File: src/rtl/mul_pkg.sv
// Shared definitions for the multiplier family: controller state encoding
// and the default operand width.
package mul_pkg;

   localparam int MUL_WIDTH = 16;

   typedef enum logic {
      ST_IDLE = 1'b0,
      ST_CALC = 1'b1
   } state_t;

endpackage

File: src/rtl/mul_shift_add_ctrl.sv
// Two-state controller for the shift-and-add multiplier: accepts start in IDLE,
// steps the datapath in CALC until term, then pulses done for one cycle.
module mul_shift_add_ctrl
   import mul_pkg::*;
(
   input  logic clk,
   input  logic rst,
   input  logic start,
   input  logic term,
   output logic ld,
   output logic step,
   output logic wr_prod,
   output logic busy,
   output logic done
);

   state_t state;

   always_ff @(posedge clk) begin
      if (rst) begin
         state <= ST_IDLE;
         busy  <= 1'b0;
         done  <= 1'b0;
      end else begin
         case (state)
            ST_IDLE: begin
               done <= 1'b0;
               if (start) begin
                  state <= ST_CALC;
                  busy  <= 1'b1;
               end
            end
            ST_CALC: begin
               if (term) begin
                  state <= ST_IDLE;
                  busy  <= 1'b0;
                  done  <= 1'b1;
               end
            end
            default: state <= ST_IDLE;
         endcase
      end
   end

   // Strobes are decoded from the current state so the datapath acts on the same edge.
   assign ld      = (state == ST_IDLE) && start;
   assign step    = (state == ST_CALC) && !term;
   assign wr_prod = (state == ST_CALC) && term;

endmodule

File: src/rtl/mul_shift_add.sv
// Radix-2 shift-and-add multiplier with start/busy/done handshake; works on
// operand magnitudes and restores the sign of the product at write-back.
module mul_shift_add
   import mul_pkg::*;
#(
   parameter int WIDTH      = MUL_WIDTH,
   parameter int EARLY_EXIT = 1
)
(
   input  logic               clk,
   input  logic               rst,
   input  logic               start,
   input  logic               signed_mode,
   input  logic [WIDTH-1:0]   a_in,
   input  logic [WIDTH-1:0]   b_in,
   output logic               busy,
   output logic               done,
   output logic [2*WIDTH-1:0] product
);

   localparam int CNT_W = $clog2(WIDTH + 1);
   localparam logic [CNT_W-1:0] CNT_MAX = CNT_W'(WIDTH);

   logic [2*WIDTH-1:0] ma;
   logic [2*WIDTH-1:0] acc;
   logic [WIDTH-1:0]   mb;
   logic [CNT_W-1:0]   cnt;
   logic               neg;
   logic               ld;
   logic               step;
   logic               wr_prod;
   logic               term;

   // The most negative value maps to 2^(WIDTH-1), which is exact as unsigned.
   function automatic logic [WIDTH-1:0] magnitude(input logic [WIDTH-1:0] v,
                                                  input logic sm);
      return (sm && v[WIDTH-1]) ? (~v + 1'b1) : v;
   endfunction

   function automatic logic [2*WIDTH-1:0] apply_sign(input logic [2*WIDTH-1:0] v,
                                                     input logic n);
      return n ? (~v + 1'b1) : v;
   endfunction

   assign term = (EARLY_EXIT != 0) ? (mb == '0) : (cnt == CNT_MAX);

   mul_shift_add_ctrl u_ctrl (
      .clk     (clk),
      .rst     (rst),
      .start   (start),
      .term    (term),
      .ld      (ld),
      .step    (step),
      .wr_prod (wr_prod),
      .busy    (busy),
      .done    (done)
   );

   always_ff @(posedge clk) begin
      if (rst) begin
         ma      <= '0;
         mb      <= '0;
         acc     <= '0;
         cnt     <= '0;
         neg     <= 1'b0;
         product <= '0;
      end else begin
         if (ld) begin
            ma  <= {{WIDTH{1'b0}}, magnitude(a_in, signed_mode)};
            mb  <= magnitude(b_in, signed_mode);
            acc <= '0;
            cnt <= '0;
            neg <= signed_mode && (a_in[WIDTH-1] ^ b_in[WIDTH-1]);
         end
         if (step) begin
            if (mb[0]) acc <= acc + ma;
            ma  <= ma << 1;
            mb  <= mb >> 1;
            cnt <= cnt + CNT_W'(1);
         end
         if (wr_prod) product <= apply_sign(acc, neg);
      end
   end

endmodule
File: config.mk
export PLATFORM = sky130hd
export DESIGN_NAME = mul_shift_add
export DESIGN_NICKNAME = d
export VERILOG_FILES = /design/src/rtl/mul_pkg.sv /design/src/rtl/mul_shift_add_ctrl.sv /design/src/rtl/mul_shift_add.sv
export SDC_FILE = /design/constraint.sdc
export NUM_CORES = 1
export LEC_CHECK = 0
export CAP_MARGIN = 20
export CORE_MARGIN = 3
export CORE_UTILIZATION = 40
export CTS_BUF_LIST = sky130_fd_sc_hd__clkbuf_8
export CTS_CLUSTER_SIZE = 16
export DETAILED_ROUTE_END_ITERATION = 6
export GPL_TIMING_DRIVEN = 0
export HOLD_SLACK_MARGIN = 0.03
export MAX_ROUTING_LAYER = met4
export SYNTH_ARGS = -nofsm -noshare
export SYNTH_HDL_FRONTEND = slang
export SYNTH_SLANG_ARGS = --single-unit
File: constraint.sdc
create_clock -name clk -period 3.7 [get_ports clk]
set_input_delay 0.74 -clock clk [delete_from_list [all_inputs] [get_ports clk]]
set_output_delay 0.74 -clock clk [all_outputs]
set_load 0.005 [all_outputs]
==> impl_results.html, run 1 <==
<table>
<tr><th>Metric</th><th>Value</th></tr>
<tr><th colspan="2">Detailed routing</th></tr>
<tr><td>DRC violation total after the first TritonRoute iteration</td><td>~360</td></tr>
<tr><td>Length of the first detailed-routing pass in iterations</td><td>5</td></tr>
<tr><td>Wire length reported by the detailed router</td><td>between 15000 and 20000 um</td></tr>
<tr><td>Number of routed nets with antenna violations</td><td>0</td></tr>
<tr><td>Total vias in the final route</td><td>~6.5k</td></tr>
<tr><td>Routed vias/inst</td><td>roughly 5.5</td></tr>
<tr><td>Routed wire per std cell</td><td>~16 um</td></tr>
<tr><td>Remaining routing DRC violations</td><td>0</td></tr>
<tr><th colspan="2">Synth</th></tr>
<tr><td>Post-synthesis adder-cell area fraction</td><td>about 6.5%</td></tr>
<tr><td>Share of the synthesized area in compound gates (AO/OA/AOI/OAI)</td><td>26.2%</td></tr>
<tr><td>Number of flops mapped to enable cells by yosys</td><td>0</td></tr>
<tr><td>Cell variety after synth</td><td>60</td></tr>
<tr><td>Net count of the mapped netlist</td><td>~930</td></tr>
<tr><td>XOR/XNOR share of the synthesized area</td><td>10.1%</td></tr>
<tr><td>Post-synthesis instance area</td><td>between 6000 and 7000 um^2</td></tr>
<tr><td>Cells after Synth</td><td>between 800 and 900</td></tr>
<tr><td>Sequential share of the synthesized area</td><td>33.6%</td></tr>
<tr><td>Multiplexer area fraction after synthesis</td><td>under 10%</td></tr>
<tr><td>Register bit count reported by yosys</td><td>between 100 and 150</td></tr>
<tr><td>Mean area per synthesized cell</td><td>between 8 and 9 um^2</td></tr>
<tr><td>Share of synthesized registers carrying an async set or reset</td><td>0%</td></tr>
<tr><td>Top flip-flop cell by instance count after synthesis</td><td>dfxtp_1</td></tr>
<tr><td>Combinational family with the most area after synthesis</td><td>compound AO/OA/AOI/OAI gates</td></tr>
<tr><td>Simple-Gate Fraction of Synth Area</td><td>between 10% and 20%</td></tr>
<tr><td>Yosys Warn Count</td><td>0</td></tr>
<tr><th colspan="2">Floorplan</th></tr>
<tr><td>Die outline area</td><td>18900 um^2</td></tr>
<tr><td>Floorplan core area</td><td>~17000 um^2</td></tr>
<tr><td>Number of rows created at floorplan</td><td>47</td></tr>
<tr><td>Vert. Die Dim</td><td>137 um</td></tr>
<tr><td>Die outline width</td><td>137 um</td></tr>
<tr><td>Top-Level Pins</td><td>70</td></tr>
<tr><td>Initial Utilization</td><td>41.2%</td></tr>
<tr><th colspan="2">Timing</th></tr>
<tr><td>Accumulated negative setup slack</td><td>0 ns</td></tr>
<tr><td>Max Transition Viols Final</td><td>0</td></tr>
<tr><td>Worst Clk Skew</td><td>approximately 0.013 ns</td></tr>
<tr><td>Minimum clock period</td><td>approximately 3.3 ns</td></tr>
<tr><td>Unrepaired setup endpoints after global routing</td><td>no</td></tr>
<tr><td>Max Clock Freq</td><td>between 300 and 400 MHz</td></tr>
<tr><td>Final-report setup violation count</td><td>0</td></tr>
<tr><td>Final critical-path share of the clock period</td><td>between 80% and 90%</td></tr>
<tr><td>Final hold violations</td><td>0</td></tr>
<tr><td>Max_slew headroom</td><td>between 40% and 50%</td></tr>
<tr><td>Slew at the pin with the worst max-slew slack</td><td>0.777 ns</td></tr>
<tr><th colspan="2">Outcome</th></tr>
<tr><td>Result of the run</td><td>completed</td></tr>
<tr><th colspan="2">Flow run</th></tr>
<tr><td>Reported max-cap violation count</td><td>0</td></tr>
<tr><th colspan="2">Setup path</th></tr>
<tr><td>Crit path cell chain</td><td>ha_1 -&gt; fa_1 -&gt; a21o_2 -&gt; a311o_1 -&gt; a41oi_1 -&gt; o21ai_1 -&gt; a211oi_2 -&gt; o2111ai_1 -&gt; xnor2_1 -&gt; o21ai_1</td></tr>
<tr><td>Worst setup path category</td><td>register to register</td></tr>
<tr><td>Data arrival, critical path</td><td>roughly 3.6 ns</td></tr>
<tr><td>Most common cell type on the critical path</td><td>o21ai_1</td></tr>
<tr><td>Kind of launch point of the worst setup path</td><td>register</td></tr>
<tr><td>R2r worst-path depth</td><td>10</td></tr>
<tr><td>Start point of the critical path</td><td>acc[0]</td></tr>
<tr><td>Required time at the endpoint of the critical path</td><td>around 4.0 ns</td></tr>
<tr><td>Last element of the critical path</td><td>acc[30]</td></tr>
<tr><td>Endpoint of the worst register-to-register path</td><td>acc[30]</td></tr>
<tr><td>Worst setup slack for register-to-register paths</td><td>between 0.4 and 0.5 ns</td></tr>
<tr><td>Delay contributed by the slowest stage of the critical path</td><td>roughly 0.47 ns</td></tr>
<tr><td>Crit path max fanout</td><td>6</td></tr>
<tr><td>Crit Reg-Reg Startpoint</td><td>acc[0]</td></tr>
<tr><td>Nature of the critical path endpoint</td><td>register</td></tr>
<tr><td>Worst-path cell with the longest stage delay</td><td>a211oi_2</td></tr>
<tr><th colspan="2">Layout</th></tr>
<tr><td>Layout area overhead</td><td>20.4%</td></tr>
<tr><td>Final net count</td><td>a little over 1k</td></tr>
<tr><td>Antenna fix cells</td><td>0</td></tr>
<tr><td>Final-layout fill cell count</td><td>1695</td></tr>
<tr><td>Proportion of layout cells with a drive suffix above 1</td><td>around 4.8%</td></tr>
<tr><td>Core Util, Final</td><td>between 40% and 50%</td></tr>
<tr><th colspan="2">Global route</th></tr>
<tr><td>Pin count of the biggest net entering global routing</td><td>17</td></tr>
<tr><td>First-pass GRT wire length</td><td>roughly 30000 um</td></tr>
<tr><td>Global-route usage over all layers</td><td>about a fifth</td></tr>
<tr><td>Initial antenna violation count</td><td>0</td></tr>
<tr><td>Global route total overflow</td><td>0</td></tr>
<tr><td>Via count of the first global-routing pass</td><td>between 5k and 6k</td></tr>
<tr><th colspan="2">Power</th></tr>
<tr><td>Leakage power summed over all cells</td><td>3.17 nW</td></tr>
<tr><td>Ratio of total power to cell area</td><td>374 nW/um^2</td></tr>
<tr><td>Maximum vdd drop</td><td>a little over 0.2 mV</td></tr>
<tr><th colspan="2">Place</th></tr>
<tr><td>Total half-perimeter wirelength after legalization and detailed placement</td><td>14300 um</td></tr>
<tr><td>Port-buffer cells</td><td>69</td></tr>
<tr><td>Global placer's final weighted congestion</td><td>a little over 0.9</td></tr>
<tr><th colspan="2">Clock tree</th></tr>
<tr><td>CTS clk-pin slew, worst paths</td><td>roughly 0.070 ns</td></tr>
<tr><td>Hold buffers post-CTS</td><td>0</td></tr>
<tr><td>Number of buffers inserted to repair setup after CTS</td><td>0</td></tr>
<tr><td>Clock tree root driver cell</td><td>clkbuf_8</td></tr>
<tr><td>Number of clock buffers inserted by TritonCTS</td><td>17</td></tr>
<tr><td>Maximum buffer depth of the clock tree</td><td>2</td></tr>
<tr><td>CTS tree</td><td>built</td></tr>
<tr><td>Clock Latency Late Sink</td><td>0.44 ns</td></tr>
<tr><td>Htree depth</td><td>4</td></tr>
<tr><td>Post-cts sizing count</td><td>0</td></tr>
<tr><td>Num Clock Sinks</td><td>116</td></tr>
<tr><th colspan="2">Hold path</th></tr>
<tr><td>Kind of path behind the tightest hold check</td><td>register to register</td></tr>
</table>
[layer usage]
layer,share of wire [%],up-vias,GRT usage [%]
met5,0,-,-
met4,2.5,0,7.59
met3,4.9,33,3.69
met2,43,166,31.0
met1,49,2937,27.6
li1,-,3327,-
[report_power, final]
group / internal, W / total, W / switching (W)
sequential: 0.00131 / 0.00135 / 0.0000466
combinational: 0.000199 / 0.000484 / 0.000285
clock: 0.000776 / 0.00127 / 0.000499
total: 0.00228 / 0.00311 / 0.000830
[through the flow]
| stage | setup WS, ns | hold slack [ns] | total power (W) | cell area, um^2 | instances |
|---|---|---|---|---|---|
| 6_report | 0.442 | 0.476 | 0.00311 | 8310 | 1183 |
| 5_1_grt | 0.271 | 0.505 | 0.00325 | 8310 | 1183 |
| 4_1_cts | 0.457 | 0.480 | 0.00314 | 8310 | 1183 |
| 3_5_place_dp | 0.477 | 0.473 | 0.00186 | 7880 | 1151 |
| 3_3_place_gp | 0.436 | 0.469 | 0.00186 | 7870 | 1150 |
| 2_1_floorplan | 0.975 | 0.446 | 0.00166 | 6900 | 861 |
[sequential cells by signal (all words and copies together) (netlist names)]
signal        cells
acc              32
u_ctrl.done       1
u_ctrl.busy       1
mb               16
u_ctrl.state      1
ma               32
product          32
neg               1
[worst min path at each step]
| stage | startpoint | endpoint | slack (ns) | cells after the start |
|---|---|---|---|---|
| floorplan | u_ctrl.done | u_ctrl.done | 0.45 | 2 |
| global placement | ma[20] | ma[21] | 0.47 | 2 |
| detailed placement | ma[20] | ma[21] | 0.47 | 2 |
| CTS | ma[20] | ma[21] | 0.48 | 2 |
| global route | ma[20] | ma[21] | 0.50 | 2 |
| finish | ma[20] | ma[21] | 0.48 | 2 |
[synth_stat cells, drive strengths merged, types with 6 or more instances]
cell	n	area, um^2
xor2	48	420
dfxtp	116	2320
mux2i	10	100
a22oi	27	203
a21oi	75	379
nand2	86	323
nor3	20	100
clkbuf	45	173
a221oi	9	78.8
xnor2	32	280
nand4	7	43.8
ha	34	425
a211oi	34	265
o21ai	43	215
o31ai	13	97.6
nor4	12	81.3
or3	7	43.8
o21a	6	46.3
o41ai	8	70.1
inv	17	63.8
nor2	99	372
nand3	29	145
a21o	19	145
[placed cells by master, fill, tap and decap left out, types with 7 or more instances in the layout]
master	count
dfxtp_1	116
nor2_1	99
nand2_1	86
a21oi_1	74
clkdlybuf4s50_1	69
xor2_1	48
clkbuf_1	44
ha_1	34
xnor2_1	32
a211oi_1	32
nand3_1	29
a22oi_1	27
o21ai_1	24
nor3_1	20
clkbuf_8	20
inv_1	19
o21ai_0	19
a21o_1	17
o31ai_1	13
nor4_1	11
mux2i_1	10
a221oi_1	9
o41ai_1	8
nand4_1	7
or3_1	7
[worst max-delay path: cells and delay by family (launching register included)]
kind | cells | cell delay (ns)
fa+ha+maj | 2 | 0.66
compound gates | 7 | 1.87
xor+xnor | 1 | 0.24
flops | 1 | 0.37
[kinds of logic after synthesis]
kind of cell	Yosys count
flops	116
mux	10
buf+inv	67
xor+xnor	80
compound gates	269
fa+ha+maj	35
simple gates	284
[cell type report]
class / count / area (um^2) / share of cell area [%]
multi-input cells: 678 / 4320 / 52.0
repair buffers: 70 / 698 / 8.40
well taps: 220 / 275 / 3.31
plain buffers: 50 / 195 / 2.35
inverters: 17 / 63.8 / 0.768
clock buffers: 20 / 275 / 3.31
clock inverters: 12 / 160 / 1.93
flip-flops and latches: 116 / 2320 / 27.9
Note: power is estimated with default switching activity, not from simulation.
==> run 2, diff against run 1 <==
--- a/config.mk
+++ b/config.mk
@@ -16,4 +16,5 @@
 export MAX_ROUTING_LAYER = met4
 export SYNTH_ARGS = -nofsm -noshare
 export SYNTH_HDL_FRONTEND = slang
+export SYNTH_HIERARCHICAL = 1
 export SYNTH_SLANG_ARGS = --single-unit
==> impl_results.html, run 2 <==
<table>
<tr><th>Metric</th><th>Value</th></tr>
<tr><th colspan="2">Outcome</th></tr>
<tr><td>Result of the run</td><td>completed</td></tr>
<tr><th colspan="2">Floorplan</th></tr>
<tr><td>Floorplan core area</td><td>17500 um^2</td></tr>
<tr><td>Die outline width</td><td>140 um</td></tr>
<tr><td>Die outline area</td><td>19600 um^2</td></tr>
<tr><td>Top-Level Pins</td><td>70</td></tr>
<tr><td>Vert. Die Dim</td><td>between 100 and 150 um</td></tr>
<tr><td>Number of rows created at floorplan</td><td>48</td></tr>
<tr><td>Initial Utilization</td><td>41.2%</td></tr>
<tr><th colspan="2">Power</th></tr>
<tr><td>Ratio of total power to cell area</td><td>about 370 nW/um^2</td></tr>
<tr><td>Post-layout total power</td><td>~0.0032 W</td></tr>
<tr><td>Leakage power summed over all cells</td><td>between 3 and 4 nW</td></tr>
<tr><td>Maximum vdd drop</td><td>about 0.25 mV</td></tr>
<tr><th colspan="2">Clock tree</th></tr>
<tr><td>CTS tree</td><td>built</td></tr>
<tr><td>Clock Latency Late Sink</td><td>between 0.4 and 0.5 ns</td></tr>
<tr><td>Hold buffers post-CTS</td><td>0</td></tr>
<tr><td>Post-cts sizing count</td><td>0</td></tr>
<tr><td>Maximum buffer depth of the clock tree</td><td>2</td></tr>
<tr><td>Num Clock Sinks</td><td>roughly 120</td></tr>
<tr><td>Htree depth</td><td>4</td></tr>
<tr><td>Number of clock buffers inserted by TritonCTS</td><td>17</td></tr>
<tr><td>Clock tree root driver cell</td><td>clkbuf_8</td></tr>
<tr><td>Number of buffers inserted to repair setup after CTS</td><td>0</td></tr>
<tr><td>CTS clk-pin slew, worst paths</td><td>around 0.070 ns</td></tr>
<tr><th colspan="2">Detailed routing</th></tr>
<tr><td>Total vias in the final route</td><td>6733</td></tr>
<tr><td>Number of routed nets with antenna violations</td><td>0</td></tr>
<tr><td>Highest metal layer with signal wires</td><td>met4</td></tr>
<tr><td>Routed wire per std cell</td><td>15.7 um</td></tr>
<tr><td>Remaining routing DRC violations</td><td>0</td></tr>
<tr><td>Routed vias/inst</td><td>between 5 and 6</td></tr>
<tr><td>Length of the first detailed-routing pass in iterations</td><td>5</td></tr>
<tr><td>Wire length reported by the detailed router</td><td>19400 um</td></tr>
<tr><td>Detail Route met2 WL</td><td>8820 um</td></tr>
<tr><td>Amount of wire on met3 after detailed routing</td><td>between 800 and 900 um</td></tr>
<tr><td>Wire length the detailed router placed on met1</td><td>around 9500 um</td></tr>
<tr><td>DRC violation total after the first TritonRoute iteration</td><td>314</td></tr>
<tr><th colspan="2">Layout</th></tr>
<tr><td>Most common library cell in the layout ignoring fill and taps</td><td>nor2_1</td></tr>
<tr><td>Final cell count without fillers</td><td>approximately 1.2k</td></tr>
<tr><td>Core Util, Final</td><td>49.3%</td></tr>
<tr><td>Registers with the highest flip-flop counts</td><td>acc (32), ma (32), product (32)</td></tr>
<tr><td>Layout area overhead</td><td>19.6%</td></tr>
<tr><td>Leading cell types in the layout, fill and taps excluded</td><td>nor2_1 (137), dfxtp_1 (116), a21oi_1 (102)</td></tr>
<tr><td>Final-layout fill cell count</td><td>1755</td></tr>
<tr><td>Final net count</td><td>approximately 1.1k</td></tr>
<tr><td>Antenna fix cells</td><td>0</td></tr>
<tr><td>Proportion of layout cells with a drive suffix above 1</td><td>about 4.2%</td></tr>
<tr><th colspan="2">Timing</th></tr>
<tr><td>Worst Clk Skew</td><td>0.00890 ns</td></tr>
<tr><td>Slew at the pin with the worst max-slew slack</td><td>0.744 ns</td></tr>
<tr><td>Max Transition Viols Final</td><td>0</td></tr>
<tr><td>Final hold violations</td><td>0</td></tr>
<tr><td>Unrepaired setup endpoints after global routing</td><td>no</td></tr>
<tr><td>Max Clock Freq</td><td>just under 300 MHz</td></tr>
<tr><td>Final-report setup violation count</td><td>0</td></tr>
<tr><td>Accumulated negative setup slack</td><td>0 ns</td></tr>
<tr><td>Minimum clock period</td><td>roughly 3.4 ns</td></tr>
<tr><td>Final critical-path share of the clock period</td><td>90.6%</td></tr>
<tr><td>Max_slew headroom</td><td>slightly above 50%</td></tr>
<tr><th colspan="2">Synth</th></tr>
<tr><td>Yosys top cell area share</td><td>~32%</td></tr>
<tr><td>Cells after Synth</td><td>910</td></tr>
<tr><td>Yosys Warn Count</td><td>6</td></tr>
<tr><td>Leading cell type by number of instances after synthesis</td><td>nor2_1</td></tr>
<tr><td>Sequential share of the synthesized area</td><td>around a third</td></tr>
<tr><td>Most area-consuming cells after synthesis</td><td>dfxtp_1 (32%), nor2_1 (7.1%), a21oi_1 (7.1%)</td></tr>
<tr><td>Register bit count reported by yosys</td><td>approximately 120</td></tr>
<tr><td>Post-synthesis instance area</td><td>7200 um^2</td></tr>
<tr><td>Mean area per synthesized cell</td><td>roughly 7.9 um^2</td></tr>
<tr><td>Share of synthesized registers carrying an async set or reset</td><td>0%</td></tr>
<tr><td>List of most frequent post-synthesis cells</td><td>nor2_1 (137), dfxtp_1 (116), a21oi_1 (102), clkbuf_1 (58), a211oi_1 (51)</td></tr>
<tr><td>Top flip-flop cell by instance count after synthesis</td><td>dfxtp_1</td></tr>
<tr><td>Cell variety after synth</td><td>slightly above 60</td></tr>
<tr><td>Number of flops mapped to enable cells by yosys</td><td>0</td></tr>
<tr><td>Area leader, netlist</td><td>dfxtp_1</td></tr>
<tr><td>Net count of the mapped netlist</td><td>981</td></tr>
<tr><th colspan="2">Setup path</th></tr>
<tr><td>Kind of launch point of the worst setup path</td><td>register</td></tr>
<tr><td>Crit Reg-Reg Startpoint</td><td>acc[0]</td></tr>
<tr><td>Crit path cell chain</td><td>ha_1 -&gt; fa_1 -&gt; a21oi_1 -&gt; o21ai_0 -&gt; a211oi_1 -&gt; o31ai_1 -&gt; and3_1 -&gt; or3_1 -&gt; a32o_1</td></tr>
<tr><td>Required time at the endpoint of the critical path</td><td>4.03 ns</td></tr>
<tr><td>Delay contributed by the slowest stage of the critical path</td><td>between 0.6 and 0.7 ns</td></tr>
<tr><td>Data arrival, critical path</td><td>approximately 3.7 ns</td></tr>
<tr><td>Worst-path cell with the longest stage delay</td><td>a211oi_1</td></tr>
<tr><td>Nature of the critical path endpoint</td><td>register</td></tr>
<tr><td>Critical path's top delay family</td><td>compound AO/OA/AOI/OAI gates</td></tr>
<tr><td>Crit path max fanout</td><td>5</td></tr>
<tr><td>Worst setup path category</td><td>register to register</td></tr>
<tr><td>Start point of the critical path</td><td>acc[0]</td></tr>
<tr><td>Bufs and invs on worst path</td><td>0</td></tr>
<tr><th colspan="2">Global route</th></tr>
<tr><td>First-pass GRT wire length</td><td>around 33000 um</td></tr>
<tr><td>Initial antenna violation count</td><td>0</td></tr>
<tr><td>Pin count of the biggest net entering global routing</td><td>17</td></tr>
<tr><td>Global-route usage over all layers</td><td>a little over a fifth</td></tr>
<tr><td>Global route total overflow</td><td>0</td></tr>
<tr><td>Via count of the first global-routing pass</td><td>roughly 6.4k</td></tr>
<tr><th colspan="2">Place</th></tr>
<tr><td># placed instances</td><td>between 1k and 1.5k</td></tr>
<tr><td>Total half-perimeter wirelength after legalization and detailed placement</td><td>approximately 15000 um</td></tr>
<tr><td>Global placer's final weighted congestion</td><td>just over 0.9</td></tr>
<tr><td>Port-buffer cells</td><td>between 60 and 70</td></tr>
<tr><th colspan="2">Hold path</th></tr>
<tr><td>Kind of path behind the tightest hold check</td><td>register to register</td></tr>
<tr><td>Hold wc startpoint</td><td>product[30]</td></tr>
<tr><th colspan="2">Flow run</th></tr>
<tr><td>Reported max-cap violation count</td><td>0</td></tr>
</table>
## run 2: layout make-up
class                      instances  area (um^2)  area share (%)
timing repair buffer              70          696            8.08
tap                              225          282            3.27
clock inverter                    12          160            1.86
inverter                          19         71.3           0.828
multi-input combinational        714         4580            53.2
sequential                       116         2320            27.0
buffer                            61          229            2.66
clock buffer                      20          275            3.20
## run 2: per-stage QoR
stage,cell area (um^2),setup WS [ns],hold WS [ns]
after detailed placement,8180,0.373,0.478
after global routing,8610,0.137,0.503
final,8610,0.347,0.484
after global placement,8170,0.0356,0.477
after CTS,8610,0.389,0.487
after floorplan,7200,0.937,0.449
## run 2: worst min-delay path, stage by stage, from the launching register on
cell and delay [ns]:
dfxtp_1 0.31, nor2_1 0.08, a211oi_1 0.05
## run 2: logic make-up after synthesis
logic type	count (synthesis)	share of synthesized area, %
compound gates	291	26.4
mux	7	0.973
buf+inv	80	4.17
simple gates	309	21.3
xor+xnor	72	8.76
flops	116	32.3
fa+ha+maj	35	6.19
## run 2: power breakdown
group / switching (W) / internal [W]
registers: 0.0000544 / 0.00132
logic: 0.000324 / 0.000235
clock network: 0.000496 / 0.000776
## run 2: final timing paths
path / cells after the start / end / slack (ns)
max: 9 / acc[22] / 0.35
min: 2 / product[30] / 0.48
max reg2reg: 9 / acc[22] / 0.35
min reg2reg: 2 / product[30] / 0.48
## run 2: routing by layer
layer	vias up	track usage, %
li1	3503	-
met1	3030	28.2
met2	181	32.8
met3	19	3.55
met4	0	5.05
met5	-	-
==> run 3, diff against run 2 <==
--- a/config.mk
+++ b/config.mk
@@ -9,9 +9,7 @@
 export CORE_MARGIN = 3
 export CORE_UTILIZATION = 40
 export CTS_BUF_LIST = sky130_fd_sc_hd__clkbuf_8
-export CTS_CLUSTER_SIZE = 16
 export DETAILED_ROUTE_END_ITERATION = 6
-export GPL_TIMING_DRIVEN = 0
 export HOLD_SLACK_MARGIN = 0.03
 export MAX_ROUTING_LAYER = met4
 export SYNTH_ARGS = -nofsm -noshare
==> impl_results.html, run 3 (same netlist as run 2, synthesis figures left out) <==
<table>
<tr><th>Metric</th><th>Value</th></tr>
<tr><th colspan="2">Setup path</th></tr>
<tr><td>R2r worst-path depth</td><td>9</td></tr>
<tr><td>Last element of the critical path</td><td>acc[22]</td></tr>
<tr><td>Nature of the critical path endpoint</td><td>register</td></tr>
<tr><td>Crit Reg-Reg Startpoint</td><td>ma[0]</td></tr>
<tr><td>Start point of the critical path</td><td>ma[0]</td></tr>
<tr><td>Kind of launch point of the worst setup path</td><td>register</td></tr>
<tr><td>Crit path max fanout</td><td>5</td></tr>
<tr><td>Data arrival, critical path</td><td>3.58 ns</td></tr>
<tr><td>Worst setup path category</td><td>register to register</td></tr>
<tr><td>Required time at the endpoint of the critical path</td><td>between 4 and 5 ns</td></tr>
<tr><td>Endpoint of the worst register-to-register path</td><td>acc[22]</td></tr>
<tr><td>Worst setup slack for register-to-register paths</td><td>around 0.44 ns</td></tr>
<tr><th colspan="2">Hold path</th></tr>
<tr><td>Kind of path behind the tightest hold check</td><td>register to register</td></tr>
<tr><td>Hold Path Cell Cnt</td><td>2</td></tr>
<tr><th colspan="2">Timing</th></tr>
<tr><td>Accumulated negative setup slack</td><td>0 ns</td></tr>
<tr><td>Minimum clock period</td><td>3.26 ns</td></tr>
<tr><td>Final critical-path share of the clock period</td><td>about nine tenths</td></tr>
<tr><td>Worst Clk Skew</td><td>around 0.014 ns</td></tr>
<tr><td>Max Transition Viols Final</td><td>0</td></tr>
<tr><td>Slew at the pin with the worst max-slew slack</td><td>between 0.6 and 0.7 ns</td></tr>
<tr><td>Max Clock Freq</td><td>307 MHz</td></tr>
<tr><td>Final hold violations</td><td>0</td></tr>
<tr><td>Unrepaired setup endpoints after global routing</td><td>no</td></tr>
<tr><td>Max_slew headroom</td><td>about 55%</td></tr>
<tr><td>Final Worst Setup Slack</td><td>roughly 0.44 ns</td></tr>
<tr><td>Final-report setup violation count</td><td>0</td></tr>
<tr><th colspan="2">Clock tree</th></tr>
<tr><td>Num Clock Sinks</td><td>roughly 120</td></tr>
<tr><td>Clock Latency Late Sink</td><td>between 0.4 and 0.5 ns</td></tr>
<tr><td>CTS tree</td><td>built</td></tr>
<tr><td>CTS clk-pin slew, worst paths</td><td>0.07 ns</td></tr>
<tr><td>Post-cts sizing count</td><td>0</td></tr>
<tr><td>Htree depth</td><td>4</td></tr>
<tr><td>Number of clock buffers inserted by TritonCTS</td><td>17</td></tr>
<tr><td>Number of buffers inserted to repair setup after CTS</td><td>0</td></tr>
<tr><td>Clock tree root driver cell</td><td>clkbuf_8</td></tr>
<tr><td>Hold buffers post-CTS</td><td>0</td></tr>
<tr><td>Maximum buffer depth of the clock tree</td><td>2</td></tr>
<tr><th colspan="2">Layout</th></tr>
<tr><td>Most common library cell in the layout ignoring fill and taps</td><td>nor2_1</td></tr>
<tr><td>Registers with the highest flip-flop counts</td><td>acc (32), ma (32), product (32)</td></tr>
<tr><td>Final net count</td><td>between 1k and 1.5k</td></tr>
<tr><td>Proportion of layout cells with a drive suffix above 1</td><td>between 6 and 7%</td></tr>
<tr><td>Layout area overhead</td><td>18.2%</td></tr>
<tr><td>Antenna fix cells</td><td>0</td></tr>
<tr><td>Leading cell types in the layout, fill and taps excluded</td><td>nor2_1 (137), dfxtp_1 (116), a21oi_1 (102)</td></tr>
<tr><th colspan="2">Power</th></tr>
<tr><td>Leakage power summed over all cells</td><td>~3.4 nW</td></tr>
<tr><td>Maximum vdd drop</td><td>about 0.24 mV</td></tr>
<tr><td>Ratio of total power to cell area</td><td>roughly 370 nW/um^2</td></tr>
<tr><td>Post-layout total power</td><td>0.00313 W</td></tr>
<tr><th colspan="2">Floorplan</th></tr>
<tr><td>Initial Utilization</td><td>between 40% and 50%</td></tr>
<tr><td>Floorplan core area</td><td>approximately 17000 um^2</td></tr>
<tr><td>Vert. Die Dim</td><td>140 um</td></tr>
<tr><td>Number of rows created at floorplan</td><td>48</td></tr>
<tr><td>Die outline area</td><td>between 15000 and 20000 um^2</td></tr>
<tr><td>Top-Level Pins</td><td>70</td></tr>
<tr><td>Die outline width</td><td>140 um</td></tr>
<tr><th colspan="2">Detailed routing</th></tr>
<tr><td>DRC violation total after the first TritonRoute iteration</td><td>between 200 and 300</td></tr>
<tr><td>Routed vias/inst</td><td>around 5.4</td></tr>
<tr><td>Remaining routing DRC violations</td><td>0</td></tr>
<tr><td>Wire length reported by the detailed router</td><td>17600 um</td></tr>
<tr><td>Routed wire per std cell</td><td>14.8 um</td></tr>
<tr><td>Number of routed nets with antenna violations</td><td>0</td></tr>
<tr><td>Total vias in the final route</td><td>about 6.5k</td></tr>
<tr><td>Length of the first detailed-routing pass in iterations</td><td>5</td></tr>
<tr><th colspan="2">Global route</th></tr>
<tr><td>Global-route usage over all layers</td><td>a little under a fifth</td></tr>
<tr><td>First-pass GRT wire length</td><td>approximately 30000 um</td></tr>
<tr><td>Pin count of the biggest net entering global routing</td><td>65</td></tr>
<tr><td>Via count of the first global-routing pass</td><td>6045</td></tr>
<tr><td>Global route total overflow</td><td>0</td></tr>
<tr><td>Initial antenna violation count</td><td>0</td></tr>
<tr><th colspan="2">Place</th></tr>
<tr><td>Port-buffer cells</td><td>69</td></tr>
<tr><td>Total half-perimeter wirelength after legalization and detailed placement</td><td>between 10000 and 15000 um</td></tr>
<tr><td>Global placer's final weighted congestion</td><td>roughly 0.96</td></tr>
<tr><td>Worst setup timing slack at the placement stage</td><td>about 0.49 ns</td></tr>
<tr><th colspan="2">Outcome</th></tr>
<tr><td>Result of the run</td><td>completed</td></tr>
<tr><th colspan="2">Flow run</th></tr>
<tr><td>Reported max-cap violation count</td><td>0</td></tr>
</table>
-- run 3: critical path: stages, from the launching register on --
cell	delay (ns)
dfxtp_1	0.35
ha_1	0.26
fa_1	0.40
a21oi_1	0.20
o21ai_0	0.19
a211oi_1	0.64
o31ai_1	0.27
and3_1	0.25
or3_1	0.34
a32o_1	0.25
-- run 3: per-layer routing --
metal  part of all wire (%)  global-route usage [%]  wire, um  up-vias
li1                       -                       -         -     3398
met1                     53                    27.7      9230     2902
met2                     42                    26.4      7290      147
met3                    5.3                    3.21       938        6
met4                   0.55                    5.35        96        0
met5                      0                       -         0        -
-- run 3: report_power, final --
part / total, W / internal, W / switching [W]
Sequential: 0.00137 / 0.00132 / 0.0000565
Clock: 0.00122 / 0.000700 / 0.000521
Combinational: 0.000532 / 0.000237 / 0.000295
-- run 3: layout make-up --
cell class	count	area, um^2
clock buffer	19	262
clock inverter	13	158
fill	1714	8970
inverter	19	71.3
multi-input combinational	714	4600
sequential	116	2320
tap	225	282
timing repair buffer	83	818
-- run 3: worst min-delay path by stage --
stage	from	to	slack [ns]
after global routing	product[13]	product[13]	0.51
final	product[25]	product[25]	0.48
after floorplan	ma[11]	ma[12]	0.45
after global placement	product[8]	product[8]	0.48
after detailed placement	product[14]	product[14]	0.48
after CTS	product[23]	product[23]	0.49
-- run 3: stage by stage --
step                util, %  area, um^2  hold WS (ns)  cells
finish                 48.7        8510         0.483   1189
global route           48.7        8510         0.511   1189
CTS                    48.7        8510         0.488   1189
detailed placement     46.3        8090         0.478   1157
global placement       46.3        8090         0.478   1157
floorplan                 -        7200         0.449    910
